File: src/rtl/riscv_pkg.sv
// Shared RV32I decode constants for the ALU issue block.
//   - Major opcodes handled by the issue stage.
//   - ALU function codes, packed as {func7, func3}.
//   - Issue FSM state encoding.
package riscv_pkg;

  localparam logic [6:0] OpcodeOp     = 7'b0110011;
  localparam logic [6:0] OpcodeOpImm  = 7'b0010011;
  localparam logic [6:0] OpcodeBranch = 7'b1100011;

  // Arithmetic / logic codes: the ten legal R-type {func7, func3} pairs.
  localparam logic [9:0] AluAdd  = {7'b0000000, 3'b000};
  localparam logic [9:0] AluSub  = {7'b0100000, 3'b000};
  localparam logic [9:0] AluSll  = {7'b0000000, 3'b001};
  localparam logic [9:0] AluSlt  = {7'b0000000, 3'b010};
  localparam logic [9:0] AluSltu = {7'b0000000, 3'b011};
  localparam logic [9:0] AluXor  = {7'b0000000, 3'b100};
  localparam logic [9:0] AluSrl  = {7'b0000000, 3'b101};
  localparam logic [9:0] AluSra  = {7'b0100000, 3'b101};
  localparam logic [9:0] AluOr   = {7'b0000000, 3'b110};
  localparam logic [9:0] AluAnd  = {7'b0000000, 3'b111};

  // Compare codes; the ALU answers these on logic_data.
  localparam logic [9:0] AluCmpEq  = {7'b1000000, 3'b100};
  localparam logic [9:0] AluCmpNe  = {7'b1000000, 3'b110};
  localparam logic [9:0] AluCmpLt  = {7'b1000000, 3'b001};
  localparam logic [9:0] AluCmpGe  = {7'b1100000, 3'b101};
  localparam logic [9:0] AluCmpLtu = {7'b1000000, 3'b111};
  localparam logic [9:0] AluCmpGeu = {7'b1000000, 3'b101};

  typedef enum logic [1:0] {
    StIdle,
    StExec,
    StRetire
  } state_e;

  // True for the R-type {func7, func3} pairs the ALU implements.
  function automatic logic is_alu_code(input logic [9:0] code);
    case (code)
      AluAdd, AluSub, AluSll, AluSlt, AluSltu,
      AluXor, AluSrl, AluSra, AluOr, AluAnd: return 1'b1;
      default:                               return 1'b0;
    endcase
  endfunction

endpackage

File: src/rtl/regfile.sv
// 32-entry integer register file.
//   raddr_a_i/rdata_a_o, raddr_b_i/rdata_b_o : combinational operand reads
//   we_i, waddr_i, wdata_i                   : synchronous write port
//   dbg_addr_i/dbg_data_o                    : combinational debug read
// x0 always reads zero and ignores writes. Reset clears every entry.
module regfile #(
  parameter int unsigned DATA_WIDTH = 32
) (
  input  logic                  clk_i,
  input  logic                  rst_ni,
  input  logic [4:0]            raddr_a_i,
  output logic [DATA_WIDTH-1:0] rdata_a_o,
  input  logic [4:0]            raddr_b_i,
  output logic [DATA_WIDTH-1:0] rdata_b_o,
  input  logic                  we_i,
  input  logic [4:0]            waddr_i,
  input  logic [DATA_WIDTH-1:0] wdata_i,
  input  logic [4:0]            dbg_addr_i,
  output logic [DATA_WIDTH-1:0] dbg_data_o
);

  logic [DATA_WIDTH-1:0] mem_q [32];

  always_ff @(posedge clk_i or negedge rst_ni) begin
    if (!rst_ni) begin
      for (int i = 0; i < 32; i++) begin
        mem_q[i] <= '0;
      end
    end else if (we_i && (waddr_i != 5'd0)) begin
      mem_q[waddr_i] <= wdata_i;
    end
  end

  assign rdata_a_o  = (raddr_a_i  == 5'd0) ? '0 : mem_q[raddr_a_i];
  assign rdata_b_o  = (raddr_b_i  == 5'd0) ? '0 : mem_q[raddr_b_i];
  assign dbg_data_o = (dbg_addr_i == 5'd0) ? '0 : mem_q[dbg_addr_i];

endmodule

File: src/rtl/alu_issue.sv
// Issue stage in front of an external ALU for RV32I R/I/B instructions.
// One instruction at a time: IDLE (accept) -> EXEC (drive ALU) -> RETIRE (write back).
//   in_valid/in_ready/instr       : instruction handshake, accepted only in IDLE
//   func3/func7/rs1_data/rs2_data : ALU request, non-zero only in EXEC
//   rd_data/logic_data            : ALU response, sampled at the end of EXEC
//   retire_valid, branch_valid,
//   branch_taken, illegal         : one-cycle retire status in RETIRE
//   dbg_addr/dbg_data             : combinational register-file peek
module alu_issue
  import riscv_pkg::*;
#(
  parameter int unsigned DATA_WIDTH = 32
) (
  input  logic                  clk,
  input  logic                  rst_n,
  input  logic                  in_valid,
  output logic                  in_ready,
  input  logic [31:0]           instr,
  output logic [2:0]            func3,
  output logic [6:0]            func7,
  output logic [DATA_WIDTH-1:0] rs1_data,
  output logic [DATA_WIDTH-1:0] rs2_data,
  input  logic [DATA_WIDTH-1:0] rd_data,
  input  logic                  logic_data,
  output logic                  retire_valid,
  output logic                  branch_valid,
  output logic                  branch_taken,
  output logic                  illegal,
  input  logic [4:0]            dbg_addr,
  output logic [DATA_WIDTH-1:0] dbg_data
);

  state_e                state_q;
  logic [9:0]            code_q;
  logic [DATA_WIDTH-1:0] op_a_q, op_b_q, result_q;
  logic [4:0]            rd_q;
  logic                  wr_q, br_q, ill_q;
  logic                  retire_q, branch_valid_q, branch_taken_q, illegal_q;

  logic [DATA_WIDTH-1:0] rs1_rdata, rs2_rdata;
  logic [9:0]            dec_code;
  logic [DATA_WIDTH-1:0] dec_op_a, dec_op_b;
  logic                  dec_wr, dec_br, dec_ill;

  regfile #(
    .DATA_WIDTH(DATA_WIDTH)
  ) u_regfile (
    .clk_i      (clk),
    .rst_ni     (rst_n),
    .raddr_a_i  (instr[19:15]),
    .rdata_a_o  (rs1_rdata),
    .raddr_b_i  (instr[24:20]),
    .rdata_b_o  (rs2_rdata),
    .we_i       ((state_q == StRetire) && wr_q),
    .waddr_i    (rd_q),
    .wdata_i    (result_q),
    .dbg_addr_i (dbg_addr),
    .dbg_data_o (dbg_data)
  );

  // Decode of the incoming word; only consumed on the accepting IDLE cycle.
  always_comb begin
    dec_code = '0;
    dec_op_a = rs1_rdata;
    dec_op_b = rs2_rdata;
    dec_wr   = 1'b0;
    dec_br   = 1'b0;
    dec_ill  = 1'b0;
    case (instr[6:0])
      OpcodeOp: begin
        if (is_alu_code({instr[31:25], instr[14:12]})) begin
          dec_code = {instr[31:25], instr[14:12]};
          dec_wr   = 1'b1;
        end else begin
          dec_ill = 1'b1;
        end
      end
      OpcodeOpImm: begin
        dec_wr   = 1'b1;
        dec_code = {7'b0000000, instr[14:12]};
        if ((instr[14:12] == 3'b101) && instr[30]) begin
          dec_code = AluSra;
        end
        // func3 001/101 are the shifts: operand is the zero-extended shamt.
        if (instr[13:12] == 2'b01) begin
          dec_op_b = DATA_WIDTH'(instr[24:20]);
        end else begin
          dec_op_b = {{(DATA_WIDTH-12){instr[31]}}, instr[31:20]};
        end
      end
      OpcodeBranch: begin
        case (instr[14:12])
          3'b000:  dec_code = AluCmpEq;
          3'b001:  dec_code = AluCmpNe;
          3'b100:  dec_code = AluCmpLt;
          3'b101:  dec_code = AluCmpGe;
          3'b110:  dec_code = AluCmpLtu;
          3'b111:  dec_code = AluCmpGeu;
          default: dec_ill  = 1'b1;
        endcase
        dec_br = !dec_ill;
      end
      default: dec_ill = 1'b1;
    endcase
    // Unsupported instructions present an all-zero request to the ALU.
    if (dec_ill) begin
      dec_op_a = '0;
      dec_op_b = '0;
    end
  end

  // Request registers are loaded on accept and cleared on leaving EXEC, so the
  // ALU outputs are zero everywhere except EXEC.
  always_ff @(posedge clk or negedge rst_n) begin
    if (!rst_n) begin
      state_q        <= StIdle;
      code_q         <= '0;
      op_a_q         <= '0;
      op_b_q         <= '0;
      rd_q           <= '0;
      wr_q           <= 1'b0;
      br_q           <= 1'b0;
      ill_q          <= 1'b0;
      result_q       <= '0;
      retire_q       <= 1'b0;
      branch_valid_q <= 1'b0;
      branch_taken_q <= 1'b0;
      illegal_q      <= 1'b0;
    end else begin
      unique case (state_q)
        StIdle: begin
          if (in_valid) begin
            state_q <= StExec;
            code_q  <= dec_code;
            op_a_q  <= dec_op_a;
            op_b_q  <= dec_op_b;
            rd_q    <= instr[11:7];
            wr_q    <= dec_wr;
            br_q    <= dec_br;
            ill_q   <= dec_ill;
          end
        end
        StExec: begin
          state_q        <= StRetire;
          code_q         <= '0;
          op_a_q         <= '0;
          op_b_q         <= '0;
          result_q       <= rd_data;
          retire_q       <= 1'b1;
          branch_valid_q <= br_q;
          branch_taken_q <= br_q & logic_data;
          illegal_q      <= ill_q;
        end
        StRetire: begin
          state_q        <= StIdle;
          retire_q       <= 1'b0;
          branch_valid_q <= 1'b0;
          branch_taken_q <= 1'b0;
          illegal_q      <= 1'b0;
        end
        default: state_q <= StIdle;
      endcase
    end
  end

  assign in_ready     = (state_q == StIdle);
  assign func3        = code_q[2:0];
  assign func7        = code_q[9:3];
  assign rs1_data     = op_a_q;
  assign rs2_data     = op_b_q;
  assign retire_valid = retire_q;
  assign branch_valid = branch_valid_q;
  assign branch_taken = branch_taken_q;
  assign illegal      = illegal_q;

endmodule

File: config.mk
export PLATFORM = sky130hd
export DESIGN_NAME = alu_issue
export DESIGN_NICKNAME = d
export VERILOG_FILES = /design/src/rtl/riscv_pkg.sv /design/src/rtl/regfile.sv /design/src/rtl/alu_issue.sv
export SDC_FILE = /design/constraint.sdc
export NUM_CORES = 2
export LEC_CHECK = 0
export CORE_AREA = 2 2 586 297
export DETAILED_ROUTE_END_ITERATION = 10
export DIE_AREA = 0 0 588 299
export GPL_TIMING_DRIVEN = 0
export PLACE_DENSITY = 0.55
export SLEW_MARGIN = 20
export SYNTH_ARGS = -nofsm -noshare
export SYNTH_HDL_FRONTEND = slang
export SYNTH_SLANG_ARGS = --single-unit
File: constraint.sdc
create_clock -name clk -period 3.6 [get_ports clk]
set_input_delay 0.9 -clock clk [delete_from_list [all_inputs] [get_ports clk]]
set_output_delay 0.9 -clock clk [all_outputs]
set_load 0.1 [all_outputs]
==> flow_summary.json <==
{
  "dpl_cell_area_sq_um": 73920,
  "cts.htree.levels": 3,
  "netlist_top_cells_area": "dfrtp_1, mux4_2, mux2_2",
  "syn_to_final_growth_pct": 20.33,
  "cts.clk_slew.worst_paths_ns": 0.06,
  "fin_skew_ns": 0.04665,
  "cts_buffers": 111,
  "fill_cells": 15210,
  "critPathKind": "primary input to output port",
  "power_density_nw_per_um2": 456.0,
  "setup_viol": 111,
  "first_iter_violations": 9503,
  "period_needed_ns": 4.290,
  "yosysUniqueCellTypes": 61,
  "violations": "negative setup slack",
  "routedWlPerCell_um": 49.05,
  "postCtsHoldBufs": 0,
  "hold_violations": 0,
  "synth-edff-count": 0,
  "num_rows": 108,
  "drt-met1-wl_mm": 148.1,
  "grt_overflow": 0,
  "die_x_um": 588,
  "cts_tree": "done",
  "multiInputGateArea_sq_um": 38560,
  "postSynth.asyncResetShare": 1.000,
  "syn_avg_cell_area_sq_um": 13.98,
  "ant_nets": 0,
  "vdd_drop_max_v": 0.0003870,
  "syn-cell-area_sq_um": 67850,
  "cts.path.max_buffers": 3,
  "num_vias": 55867,
  "synth_area_leader_cell": "dfrtp_1",
  "holdWs_ns": 0.02522,
  "arrival_ns": 3.39,
  "routed.top_layer": "met5",
  "die_area_sq_um": 175800,
  "setup_ws_ns": -0.6898,
  "finalNonFillerCells": 7678,
  "max_cap_viol_count": 0,
  "grt_antenna_before_repair": 39,
  "max_freq_mhz": 233.1,
  "coreArea_sq_um": 171300,
  "synth.net_count": 4930,
  "synth_most_common_cell": "mux2_2",
  "path_max_fanout": 10,
  "totalPowerFinal_uw": 37230,
  "drc_errors": 0,
  "final_area_sq_um": 81650,
  "wl_met3_mm": 84.29,
  "hold_path_class": "primary input to async pin",
  "regArea_sq_um": 28630,
  "crit_required_ns": 2.70,
  "grt_setup_unrepaired": "yes",
  "die_h_um": 299,
  "yosysSeqAreaShare": 0.4219,
  "ys_ff_latch": 1144,
  "grt_pass1_vias": 50810,
  "fin_crit_sh": 1.192,
  "slew_viol_final": 0,
  "routed_wl_mm": 376.6,
  "root_buffer": "clkbuf_16",
  "drive_gt1_frac": 0.4932,
  "p_leak_uw": 0.03601,
  "slew_headroom": 0.05103,
  "insertion_delay_ns": 0.78,
  "ios": 184,
  "end_kind": "output port",
  "route.met2.wl_mm": 128.5,
  "gp_congestion": 1.107,
  "synth_top_area_share": 0.4219,
  "tightest_slew_ns": 1.423,
  "grt_pass1_wl_mm": 486.9,
  "grt_max_degree": 139,
  "initial_core_util": 0.3960,
  "synthTopCellsByCount": "mux2_2, dfrtp_1, mux4_2",
  "postSynthCellCount": 4854,
  "synthFlopType": "dfrtp_1",
  "hpwl_mm": 280.1,
  "dp_cells": 7362,
  "yosysWarnings": 0,
  "place_worst_setup_slack_ns": -3.289,
  "first_pass_iters": 9,
  "port_buffers": 174,
  "timing.critical_path.from_type": "primary input",
  "nets": 5319,
  "gr-usage-all-layers": 0.4189,
  "status": "finished with violations",
  "clock-sinks": 1144,
  "via_per_inst": 7.276
}
[timing repair]
action,in CTS,in global routing
setup buffers,29,45
pin swaps,46,45
gates resized for setup,661,142
cloned,8,1
endpoints found under the setup margin,98,91
[worst max-delay path, cell delays in order]
cell and delay, ns:
clkdlybuf4s15_2 0.33, buf_8 0.27, nor2_4 0.11, nand2_4 0.24
clkbuf_8 0.29, o22ai_1 0.14, a2111oi_4 0.70, nor3_4 0.15
buf_8 0.22
[placed cells by master, fill, tap and decap left out, types with 29 or more instances in the layout]
master / instances
clkbuf_8: 51
o211ai_1: 40
clkbuf_16: 120
buf_12: 64
clkbuf_1: 191
nand3_1: 42
mux2_2: 1135
o21ai_0: 50
o22ai_1: 83
buf_2: 119
buf_16: 42
clkbuf_2: 70
nand2_1: 103
nor2_1: 48
buf_1: 38
nor3_4: 29
mux2i_1: 332
dfrtp_1: 1144
clkdlybuf4s50_1: 137
buf_4: 95
mux4_2: 593
buf_6: 37
o221ai_1: 73
nor2b_1: 63
[where the power goes]
group          internal (uW)  total, uW  switching [uW]  leakage, uW
combinational           1970      10000            8040       0.0182
clock                   7410      13300            5940      0.00196
sequential             13200      13900             688       0.0159
total                  22600      37200           14700       0.0360
[area by class of cell]
| cell class | instances | area share |
|---|---|---|
| antenna | 27 | 0.0008275 |
| buffer | 555 | 0.04737 |
| clock buffer | 169 | 0.04191 |
| clock inverter | 42 | 0.006697 |
| inverter | 12 | 0.0006283 |
| multi-input combinational | 3138 | 0.4723 |
| sequential | 1144 | 0.3506 |
| tap | 2310 | 0.03540 |
| timing repair buffer | 281 | 0.04421 |
[layer usage]
| metal | global-route usage | up-vias |
|---|---|---|
| li1 | - | 19949 |
| met1 | 0.5582 | 29818 |
| met2 | 0.4678 | 5332 |
| met3 | 0.3677 | 732 |
| met4 | 0.1226 | 36 |
| met5 | 0.06402 | - |
[registers in the layout, summed over array words and instances, names as in the netlist]
| register | cells |
|---|---|
| br_q | 1 |
| branch_taken | 1 |
| branch_valid | 1 |
| code_q | 10 |
| ill_q | 1 |
| illegal | 1 |
| rd_q | 5 |
| result_q | 32 |
| retire_valid | 1 |
| rs1_data | 32 |
| rs2_data | 32 |
| state_q | 2 |
| u_regfile.mem_q | 1024 |
| wr_q | 1 |
[path summary, 6_finish.rpt]
kind | from | cells past startpoint | slack, ns | endpoint
worst min register to register | br_q | 2 | 0.48 | br_q
worst max register to register | state_q[1] | 8 | -0.15 | rs1_data[12]
min in group clk | br_q | 2 | 0.48 | br_q
worst min-delay path | rst_n | 1 | 0.03 | u_regfile.mem_q[631]
max in group asynchronous | rst_n | 4 | 1.20 | u_regfile.mem_q[135]
worst max-delay path | dbg_addr[2] | 9 | -0.69 | dbg_data[15]
[kinds of logic after synthesis]
group	share of synthesized area
muxes	0.4390
DFF	0.4219
buffers and inverters	0.03944
AOI/OAI and AO/OA	0.06188
and+or+nand+nor	0.03710
adders and majority gates	0.0005533
xor gates and xnor gates	0.0001291
[per-stage QoR]
step / utilization / TNS [ns]
global placement: 0.4279 / -
detailed placement: 0.4314 / -179.98
CTS: 0.4701 / -14.82
global route: 0.4762 / -16.99
finish: 0.4765 / -26.50
floorplan: - / -4.358
No activity file was read; power rests on OpenSTA's default activity.
